===== config.mk =====
export PLATFORM = sky130hd
export DESIGN_NAME = prog_load_ctrl
export DESIGN_NICKNAME = d
export VERILOG_FILES = /design/src/rtl/prog_load_ctrl.sv
export SDC_FILE = /design/constraint.sdc
export NUM_CORES = 1
export LEC_CHECK = 0
export BUFFER_PORTS_ARGS = -buffer_cell sky130_fd_sc_hd__buf_2
export CAP_MARGIN = 0
export CORE_AREA = 8 8 96 133
export CTS_CLUSTER_SIZE = 40
export DETAILED_ROUTE_END_ITERATION = 8
export DIE_AREA = 0 0 104 141
export PLACE_DENSITY = 0.73
export SKIP_CTS_REPAIR_TIMING = 1
export SLEW_MARGIN = 10
export SYNTH_ARGS = -nofsm -noshare
export SYNTH_HDL_FRONTEND = slang
export SYNTH_SLANG_ARGS = --single-unit

===== constraint.sdc =====
create_clock -name clk -period 2.87 [get_ports clk]
set_clock_uncertainty 0.1 [all_clocks]
set_input_delay 0.1435 -clock clk [delete_from_list [all_inputs] [get_ports clk]]
set_output_delay 0.1435 -clock clk [all_outputs]
set_load 0.02 [all_outputs]

===== src/rtl/prog_load_ctrl.sv =====
// UART program loader: receives a length-prefixed, XOR-checksummed frame
// and writes it into instruction memory while holding the CPU in reset.
// Ports:
//   clk, rstn                  clock, async active-low reset
//   start_load                 request a load (IDLE or ERR only)
//   rx_valid, rx_byte          received UART byte strobe and data
//   cpu_imem_addr              CPU fetch address
//   imem_addr/wdata/we         shared instruction-memory port
//   cpu_rstn                   CPU reset (low while loading)
//   loading                    loader owns instruction memory
//   load_done                  one-cycle success pulse
//   load_err                   sticky error flag
module prog_load_ctrl #(
  parameter int ADDR_W  = 14,
  parameter int TIMEOUT = 100000
) (
  input  logic              clk,
  input  logic              rstn,
  input  logic              start_load,
  input  logic              rx_valid,
  input  logic [7:0]        rx_byte,
  input  logic [ADDR_W-1:0] cpu_imem_addr,
  output logic [ADDR_W-1:0] imem_addr,
  output logic [31:0]       imem_wdata,
  output logic              imem_we,
  output logic              cpu_rstn,
  output logic              loading,
  output logic              load_done,
  output logic              load_err
);

  localparam int TW = $clog2(TIMEOUT + 1);

  localparam logic [2:0] S_IDLE   = 3'd0;
  localparam logic [2:0] S_LEN_LO = 3'd1;
  localparam logic [2:0] S_LEN_HI = 3'd2;
  localparam logic [2:0] S_DATA   = 3'd3;
  localparam logic [2:0] S_CHECK  = 3'd4;
  localparam logic [2:0] S_DONE   = 3'd5;
  localparam logic [2:0] S_ERR    = 3'd6;

  logic [2:0]    state;
  logic [2:0]    nxt;
  logic [15:0]   len;
  logic [15:0]   len_new;
  logic [15:0]   word_idx;
  logic [1:0]    byte_idx;
  logic [7:0]    csum;
  logic [TW-1:0] tcnt;
  logic          tmo;
  logic          len_bad;
  logic          rx_phase;
  logic          go;

  // Frame-receiving states where the inter-byte watchdog runs.
  assign rx_phase = (state == S_LEN_LO) || (state == S_LEN_HI) ||
                    (state == S_DATA)   || (state == S_CHECK);

  assign go = start_load && ((state == S_IDLE) || (state == S_ERR));

  // Fires on the edge where the idle count would reach TIMEOUT.
  assign tmo = rx_phase && !rx_valid &&
               (tcnt == TW'(TIMEOUT - 1));

  assign len_new = {rx_byte, len[7:0]};
  assign len_bad = (len_new == 16'd0) ||
                   (32'(len_new) > (32'd1 << ADDR_W));

  always_comb begin
    nxt = state;
    case (state)
      S_IDLE:   if (start_load) nxt = S_LEN_LO;
      S_LEN_LO: begin
        if (rx_valid)  nxt = S_LEN_HI;
        else if (tmo)  nxt = S_ERR;
      end
      S_LEN_HI: begin
        if (rx_valid)  nxt = len_bad ? S_ERR : S_DATA;
        else if (tmo)  nxt = S_ERR;
      end
      // Last byte of the last word: the write still issues next cycle.
      S_DATA: begin
        if (rx_valid && byte_idx == 2'd3 &&
            word_idx == len - 16'd1)
          nxt = S_CHECK;
        else if (tmo)
          nxt = S_ERR;
      end
      S_CHECK: begin
        if (rx_valid)  nxt = (rx_byte == csum) ? S_DONE : S_ERR;
        else if (tmo)  nxt = S_ERR;
      end
      S_DONE:   nxt = S_IDLE;
      S_ERR:    if (start_load) nxt = S_LEN_LO;
      default:  nxt = S_IDLE;
    endcase
  end

  always_ff @(posedge clk or negedge rstn) begin
    if (!rstn) begin
      state      <= S_IDLE;
      len        <= '0;
      word_idx   <= '0;
      byte_idx   <= '0;
      csum       <= '0;
      tcnt       <= '0;
      imem_wdata <= '0;
      imem_we    <= 1'b0;
      loading    <= 1'b0;
      load_done  <= 1'b0;
      load_err   <= 1'b0;
    end else begin
      state     <= nxt;
      loading   <= (nxt != S_IDLE);
      load_done <= (nxt == S_DONE);
      load_err  <= (nxt == S_ERR);
      imem_we   <= 1'b0;

      if (imem_we) word_idx <= word_idx + 16'd1;

      if (rx_phase) tcnt <= rx_valid ? '0 : tcnt + TW'(1);
      else          tcnt <= '0;

      if (go) begin
        word_idx <= '0;
        byte_idx <= '0;
        csum     <= '0;
        tcnt     <= '0;
      end

      if (rx_valid) begin
        case (state)
          S_LEN_LO: len[7:0]  <= rx_byte;
          S_LEN_HI: len[15:8] <= rx_byte;
          S_DATA: begin
            imem_wdata[8*byte_idx +: 8] <= rx_byte;
            csum     <= csum ^ rx_byte;
            byte_idx <= byte_idx + 2'd1;
            if (byte_idx == 2'd3) imem_we <= 1'b1;
          end
          default: ;
        endcase
      end
    end
  end

  assign cpu_rstn  = ~loading;
  assign imem_addr = loading ? ADDR_W'(word_idx) : cpu_imem_addr;

endmodule


==> summary.md, run 1 <==
| Metric | Value |
|---|---|
| CTS clock-pin slew for the worst setup and hold paths | 0.06 ns |
| Flops & latches, synth | 98 |
| Uppermost layer routed | met5 |
| Placed cells | 764 |
| Hold path startpoint | rx_byte[5] |
| Layout Nets | 669 |
| Remaining Overflow, GRT | 0 |
| Post-route minimum period | 2.555 ns |
| Met3 routed wirelength | 743 um |
| Routed vias | 4274 |
| First-pass GRT wire length | 21100 um |
| Port Buf Inserts | 76 |
| Fin cells | 781 |
| Setup_tns | 0 ns |
| Worst Setup End Kind | flop |
| Ys async rst share | between 90% and 100% |
| Initial DRC count | 230 |
| Clk buf depth | 2 |
| CTS tree | yes |
| Share of cells above drive strength 1 | 21.25% |
| Full die area | roughly 15000 um2 |
| Lkg Pwr | 2.765 nW |
| Post-Place Cell Area | 5753 um2 |
| Post-synth EDFFs | 0 |
| Sw frac | 38.14% |
| Peak supply drop | 412.8 uV |
| Initial Utilization | between 40% and 50% |
| Routed Antenna Nets | 0 |
| Type of origin of the critical path | flop |
| Worst-path fanout max | 7 |
| Hold Path Class | input pin to flop |
| Hold WS | 0.06559 ns |
| Logic pwr share | a little over a third |
| PnR worst setup slack | 0.3147 ns |
| Final Hold Violating Endpoints | 0 |
| Worst r2r src | len[2] |
| Worst slew pin tran | 0.8034 ns |
| Metal2 WL | 6337 um |
| Row count | 45 |
| Largest net degree at the start of global routing | slightly above 50 |
| Place WS | 0.3223 ns |
| Crit. Startpoint | len[2] |
| Pins Over Slew Limit | 0 |
| Total wire length | 12420 um |
| Finished Cell Area | 6051 um2 |
| Final worst-path cycle share | between 80% and 90% |
| Clk sinks | 98 |
| Gate Count Post-Synth | 567 |
| Drt via density | 5.472 |
| Warnings from Yosys | 0 |
| Syn Area/Cell | between 9 and 10 um2 |
| Antenna violations before repair | 1 |
| Syn_nets | 601 |
| Root Driver | clkbuf_16 |
| Slew HR | 46.03% |
| Clock Power Share | 23.4% |
| Final setup violation count | 0 |
| Area of the mapped netlist | 5235 um2 |
| Vias in the first global route | 4424 |
| Ranking of synthesized cells by area | dfrtp_1, nand2_1, mux2_2, o21ai_0, xnor2_1 |
| Top cell type's share of synthesized area | 46.85% |
| Power Density | 838.6 nW/um2 |
| Switch Pwr | between 1.5 and 2 mW |
| GRT Util Overall | 17.46% |
| Drt wl/cell | 15.90 um |
| Core Box Area | 10700 um2 |
| Num CTS Buffers | 9 |
| DRC violations left | 0 |
| Commonest cells post-synth | nand2_1, dfrtp_1, o21ai_0, nor2_1, xnor2_1 |
| Most used flip-flop cell after synthesis | dfrtp_1 |
| Met1 wire length | 4992 um |
| Req. time, crit path | 2.98 ns |
| RSZ-0062 raised after global routing | no |
| Most numerous cell in the Yosys netlist | nand2_1 |
| Placer Congestion | ~0.88 |
| Die W | 104 um |
| Largest area contributor in the netlist | dfrtp_1 |
| Post-synthesis cell type count | 56 |
| Internal Power | 3.139 mW |
| Worst Setup Path Type | flop to flop |
| CTS H-tree lvls | 3 |
| Worst-Skew Late Latency | 0.34 ns |
| Antenna Cells | 0 |
| Post-detail-place hpwl | 9070 um |
| Status | finished, final reports clean |
| Sequential area share after synthesis | 46.85% |
| Max Clk Rate | 391.3 MHz |
| Max-cap violations | 0 |
| DRT Pass-1 Iters | 5 |
| Flop pwr share | 40.5% |
| P&R area growth vs syn | 15.58% |
| Crit path DAT | 2.66 ns |
| Die height | 141 um |
| I/O Pins | 77 |
per-layer routing:
metal	vias to the layer above	global-route usage (%)
met5	-	0
met1	2059	19.18
li1	2062	-
met3	28	4.471
met2	123	30.39
met4	2	9.181
power by group through the flow:
stage	Clock (mW)	Combinational [mW]	Sequential (mW)
after detailed placement	0	1.83	2.08
final	1.19	1.83	2.05
after global placement	0	1.78	2.05
after CTS	1.21	1.84	2.05
after floorplan	0	1.35	2.03
after global routing	1.26	2.03	2.11
final timing paths:
| kind | to | slack, ns | cells past startpoint |
|---|---|---|---|
| max | load_err | 0.31 | 7 |
| min | imem_wdata[29] | 0.07 | 3 |
| max reg2reg | load_err | 0.31 | 7 |
| min reg2reg | imem_wdata[27] | 0.38 | 2 |
| max in group asynchronous | tcnt[15] | 1.73 | 3 |
| min in group asynchronous | imem_wdata[16] | 0.27 | 2 |
state kept, by name, indices dropped and copies added (netlist names), 2 cells and up:
signal,cells
imem_wdata,32
tcnt,17
len,16
word_idx,16
csum,8
state,3
byte_idx,2
through the flow:
step                      util (%)  power, mW
after floorplan                  -      3.378
after global routing         56.56      5.394
final                        56.56      5.074
after CTS                    56.47      5.103
after detailed placement     53.78      3.910
after global placement       53.78      3.829
area by class of cell:
type	count	area, um2
Clock buffer	12	236.5
Clock inverter	4	51.30
Fill cell	970	4647
Inverter	16	60.06
Multi-Input combinational cell	424	2601
Sequential cell	98	2452
Tap cell	141	176.4
Timing Repair Buffer	86	473.0
worst max-delay path, cell delays in order (launching register included):
cell	delay, ns
dfrtp_1	0.47
nor4_4	0.49
nand4_2	0.21
or3b_1	0.41
a211o_1	0.31
a21boi_2	0.18
a21bo_2	0.18
a211oi_2	0.07
cells in the final DEF, fill, tap and decap left out, types with 2 or more instances in the layout:
| cell | netlist | routed |
|---|---|---|
| a21oi_1 | 6 | 6 |
| a31oi_1 | 4 | 4 |
| and2_1 | 2 | 2 |
| and3_1 | 10 | 10 |
| and4_1 | 3 | 3 |
| buf_2 | 0 | 75 |
| buf_4 | 1 | 9 |
| clkbuf_1 | 25 | 3 |
| clkbuf_16 | 0 | 9 |
| dfrtp_1 | 98 | 98 |
| ha_1 | 8 | 8 |
| inv_1 | 16 | 16 |
| mux2_2 | 27 | 27 |
| mux2i_1 | 2 | 2 |
| nand2_1 | 108 | 108 |
| nand3_1 | 16 | 16 |
| nand3b_1 | 2 | 2 |
| nand4_1 | 7 | 7 |
| nor2_1 | 47 | 47 |
| nor2b_1 | 7 | 7 |
| nor3_1 | 14 | 14 |
| nor3b_1 | 6 | 6 |
| nor4_1 | 4 | 4 |
| o2111ai_1 | 2 | 2 |
| o21a_1 | 2 | 2 |
| o21ai_0 | 60 | 60 |
| o31ai_1 | 3 | 3 |
| or3_1 | 5 | 5 |
| xnor2_1 | 33 | 33 |
| xor2_1 | 21 | 21 |
kinds of logic (layout without fill, tap and decap cells):
| family | count (synthesis) | after routing | share of synthesized area [%] |
|---|---|---|---|
| adders and majority gates | 8 | 8 | 1.912 |
| xor gates and xnor gates | 54 | 54 | 9.035 |
| muxes | 29 | 29 | 6.190 |
| buffers and inverters | 45 | 118 | 3.466 |
| and+or+nand+nor | 241 | 241 | 21.77 |
| DFF | 98 | 98 | 46.85 |
| AOI/OAI and AO/OA | 92 | 92 | 10.78 |
Power figures use the tool's default switching activity.
==> run 2, diff against run 1 <==
--- a/config.mk
+++ b/config.mk
@@ -14,5 +14,4 @@
 export PLACE_DENSITY = 0.73
 export SKIP_CTS_REPAIR_TIMING = 1
-export SLEW_MARGIN = 10
 export SYNTH_ARGS = -nofsm -noshare
 export SYNTH_HDL_FRONTEND = slang
==> constraint.sdc (replaced) <==
create_clock -name clk -period 2.87 [get_ports clk]
set_clock_uncertainty 0.1 [all_clocks]
set_input_delay 0.287 -clock clk [delete_from_list [all_inputs] [get_ports clk]]
set_output_delay 0.287 -clock clk [all_outputs]
set_load 0.02 [all_outputs]
==> summary.md, run 2 (synthesis gave the netlist of run 1 again) <==
| Metric | Value |
|---|---|
| Max reg flops | 32 (unchanged) |
| Switch Pwr | 1.950 mW (+0.78%) |
| Util after Layout | 57.13% (+0.57 points) |
| Req. time, crit path | 2.98 ns (about the same) |
| Clk buf depth | 2 (unchanged) |
| Placed cells | 767 (+0.39%) |
| Row count | 45 (unchanged) |
| Setup_tns | 0 ns (unchanged) |
| Logic pwr share | 35.4% (-0.7 points) |
| Clock Power Share | 25.3% (+1.9 points) |
| Flop pwr share | 39.3% (-1.2 points) |
| Max-cap violations | 0 (unchanged) |
| Placer Congestion | 0.8945 (+1.9%) |
| CP cell instances | nor4_4 > nand4_2 > or3b_1 > a211o_1 > a21boi_2 > a21bo_2 > o21ai_0 |
| Die W | 104 um (unchanged) |
| DRC violations left | 0 (unchanged) |
| Peak supply drop | 384.2 uV (-6.9%) |
| Type of origin of the critical path | flop |
| Worst-Skew Late Latency | 0.35 ns (about the same) |
| Fin cells | 782 (+0.13%) |
| Largest net degree at the start of global routing | 58 (+14%) |
| Final setup violation count | 0 (unchanged) |
| Total power | 5.240 mW (+3.3%) |
| Post-route minimum period | 2.564 ns (+0.009093 ns) |
| Num CTS Buffers | 9 (unchanged) |
| First-pass GRT wire length | 21200 um (+0.45%) |
| Drt via density | 5.485 (+0.22%) |
| CTS tree | yes |
| Full die area | 14660 um2 (unchanged) |
| Final worst-path cycle share | 89.35% (+0.32 points) |
| FF-to-FF setup slack | 0.31 ns (about the same) |
| Crit. Startpoint | len[2] |
| Vias in the first global route | 4375 (-1.1%) |
| Post-detail-place hpwl | 8996 um (-0.82%) |
| Pins Over Slew Limit | 0 (unchanged) |
| Die height | 141 um (unchanged) |
| Top reg by flops | imem_wdata |
| Commonest non-fill, non-tap cells in the layout | nand2_1, dfrtp_1, buf_2 |
| Max Clk Rate | 390.0 MHz (-0.35%) |
| CTS clock-pin slew for the worst setup and hold paths | 0.06 ns (about the same) |
| Share of cells above drive strength 1 | 21.84% (+0.59 points) |
| DRT Pass-1 Iters | 6 (+1) |
| Port Buf Inserts | 76 (unchanged) |
| GRT Util Overall | 17.59% (+0.12 points) |
| Crit path max-delay cell type | dfrtp_1 |
| Antenna violations before repair | 1 (unchanged) |
| Status | finished, final reports clean |
| P&R area growth vs syn | 16.75% |
| Internal Power | 3.290 mW (+4.8%) |
| Worst slew pin tran | 0.7722 ns (-0.03128 ns) |
| Top Registers | imem_wdata x32, tcnt x17 |
| CTS H-tree lvls | 3 (unchanged) |
| Cell family with most CP delay | simple AND/OR/NAND/NOR gates |
| Root Driver | clkbuf_16 |
| Most common cell after layout, fill and taps aside | nand2_1 |
| Routed Antenna Nets | 0 (unchanged) |
| Hold Path Class | input pin to flop |
| Power Density | 857.3 nW/um2 (+2.2%) |
| Antenna Cells | 0 (unchanged) |
| Routed vias | 4289 (+0.35%) |
| Worst Setup Path Type | flop to flop |
| Core Box Area | 10700 um2 (unchanged) |
| Worst Setup End Kind | flop |
| Initial DRC count | 291 (+27%) |
| Layout Nets | 672 (+0.45%) |
| Worst r2r src | len[2] |
| Clk sinks | 98 (unchanged) |
| Hold path startpoint | rx_byte[0] |
| Worst-path fanout max | 7 (unchanged) |
| CP bufs+invs | 0 (unchanged) |
| Total wire length | 12640 um (+1.8%) |
| Slew HR | 48.13% (+2.1 points) |
| Remaining Overflow, GRT | 0 (unchanged) |
| Worst path max stage delay | 0.48 ns (about the same) |
| Sw frac | 37.22% (-0.92 points) |
| Lkg Pwr | 2.803 nW (+1.4%) |
| Drt wl/cell | 16.16 um (+1.6%) |
| I/O Pins | 77 (unchanged) |
| Final Hold Violating Endpoints | 0 (unchanged) |
| Initial Utilization | 48.94% (unchanged) |
| Crit path DAT | 2.68 ns (+0.02 ns) |
| RSZ-0062 raised after global routing | no |
## run 2: worst register-to-register path, cell delays in order, from the launching register on
cell and delay (ns):
dfrtp_1 0.48, nor4_4 0.48, nand4_2 0.23, or3b_1 0.41, a211o_1 0.31, a21boi_2 0.18
a21bo_2 0.18, o21ai_0 0.08
## run 2: final cells by class
type                            instances  area [um2]
Clock inverter                          2       60.06
Inverter                               16       60.06
Clock buffer                           12       266.5
Fill cell                             932        4586
Sequential cell                        98        2452
Timing Repair Buffer                   89       495.5
Multi-Input combinational cell        424        2601
Tap cell                              141       176.4
## run 2: metal layers
| layer | vias to the layer above | part of all wire (%) | track usage, % |
|---|---|---|---|
| li1 | 2070 | - | - |
| met4 | 2 | 3.2 | 10.02 |
| met2 | 130 | 50 | 29.71 |
| met5 | - | 0.095 | 0 |
| met1 | 2050 | 41 | 19.94 |
| met3 | 37 | 5.6 | 4.243 |
## run 2: final timing paths
path / cells past startpoint / endpoint
min in group asynchronous: 2 / word_idx[4]
max in group asynchronous: 3 / csum[4]
hold / removal: 3 / csum[0]
setup / recovery: 7 / state[0]
setup reg to reg: 7 / state[0]
hold reg to reg: 2 / imem_wdata[26]
## run 2: power groups by stage
| stage | Clock (mW) | Combinational, mW | Sequential (mW) |
|---|---|---|---|
| 6_report | 1.32 | 1.86 | 2.06 |
| 5_1_grt | 1.40 | 2.02 | 2.11 |
| 4_1_cts | 1.35 | 1.86 | 2.06 |
| 3_5_place_dp | 0 | 1.83 | 2.08 |
| 3_3_place_gp | 0 | 1.78 | 2.05 |
| 2_1_floorplan | 0 | 1.35 | 2.03 |
## run 2: per-stage QoR
step           hold slack, ns  setup WS, ns  area (um2)
6_report               0.2035        0.3056        6112
5_1_grt                0.1959        0.1989        6112
4_1_cts               -0.1620        0.3216        6102
3_5_place_dp           0.2065        0.3194        5776
3_3_place_gp           0.2021        0.3864        5776
2_1_floorplan         -0.1086        0.5115        5235
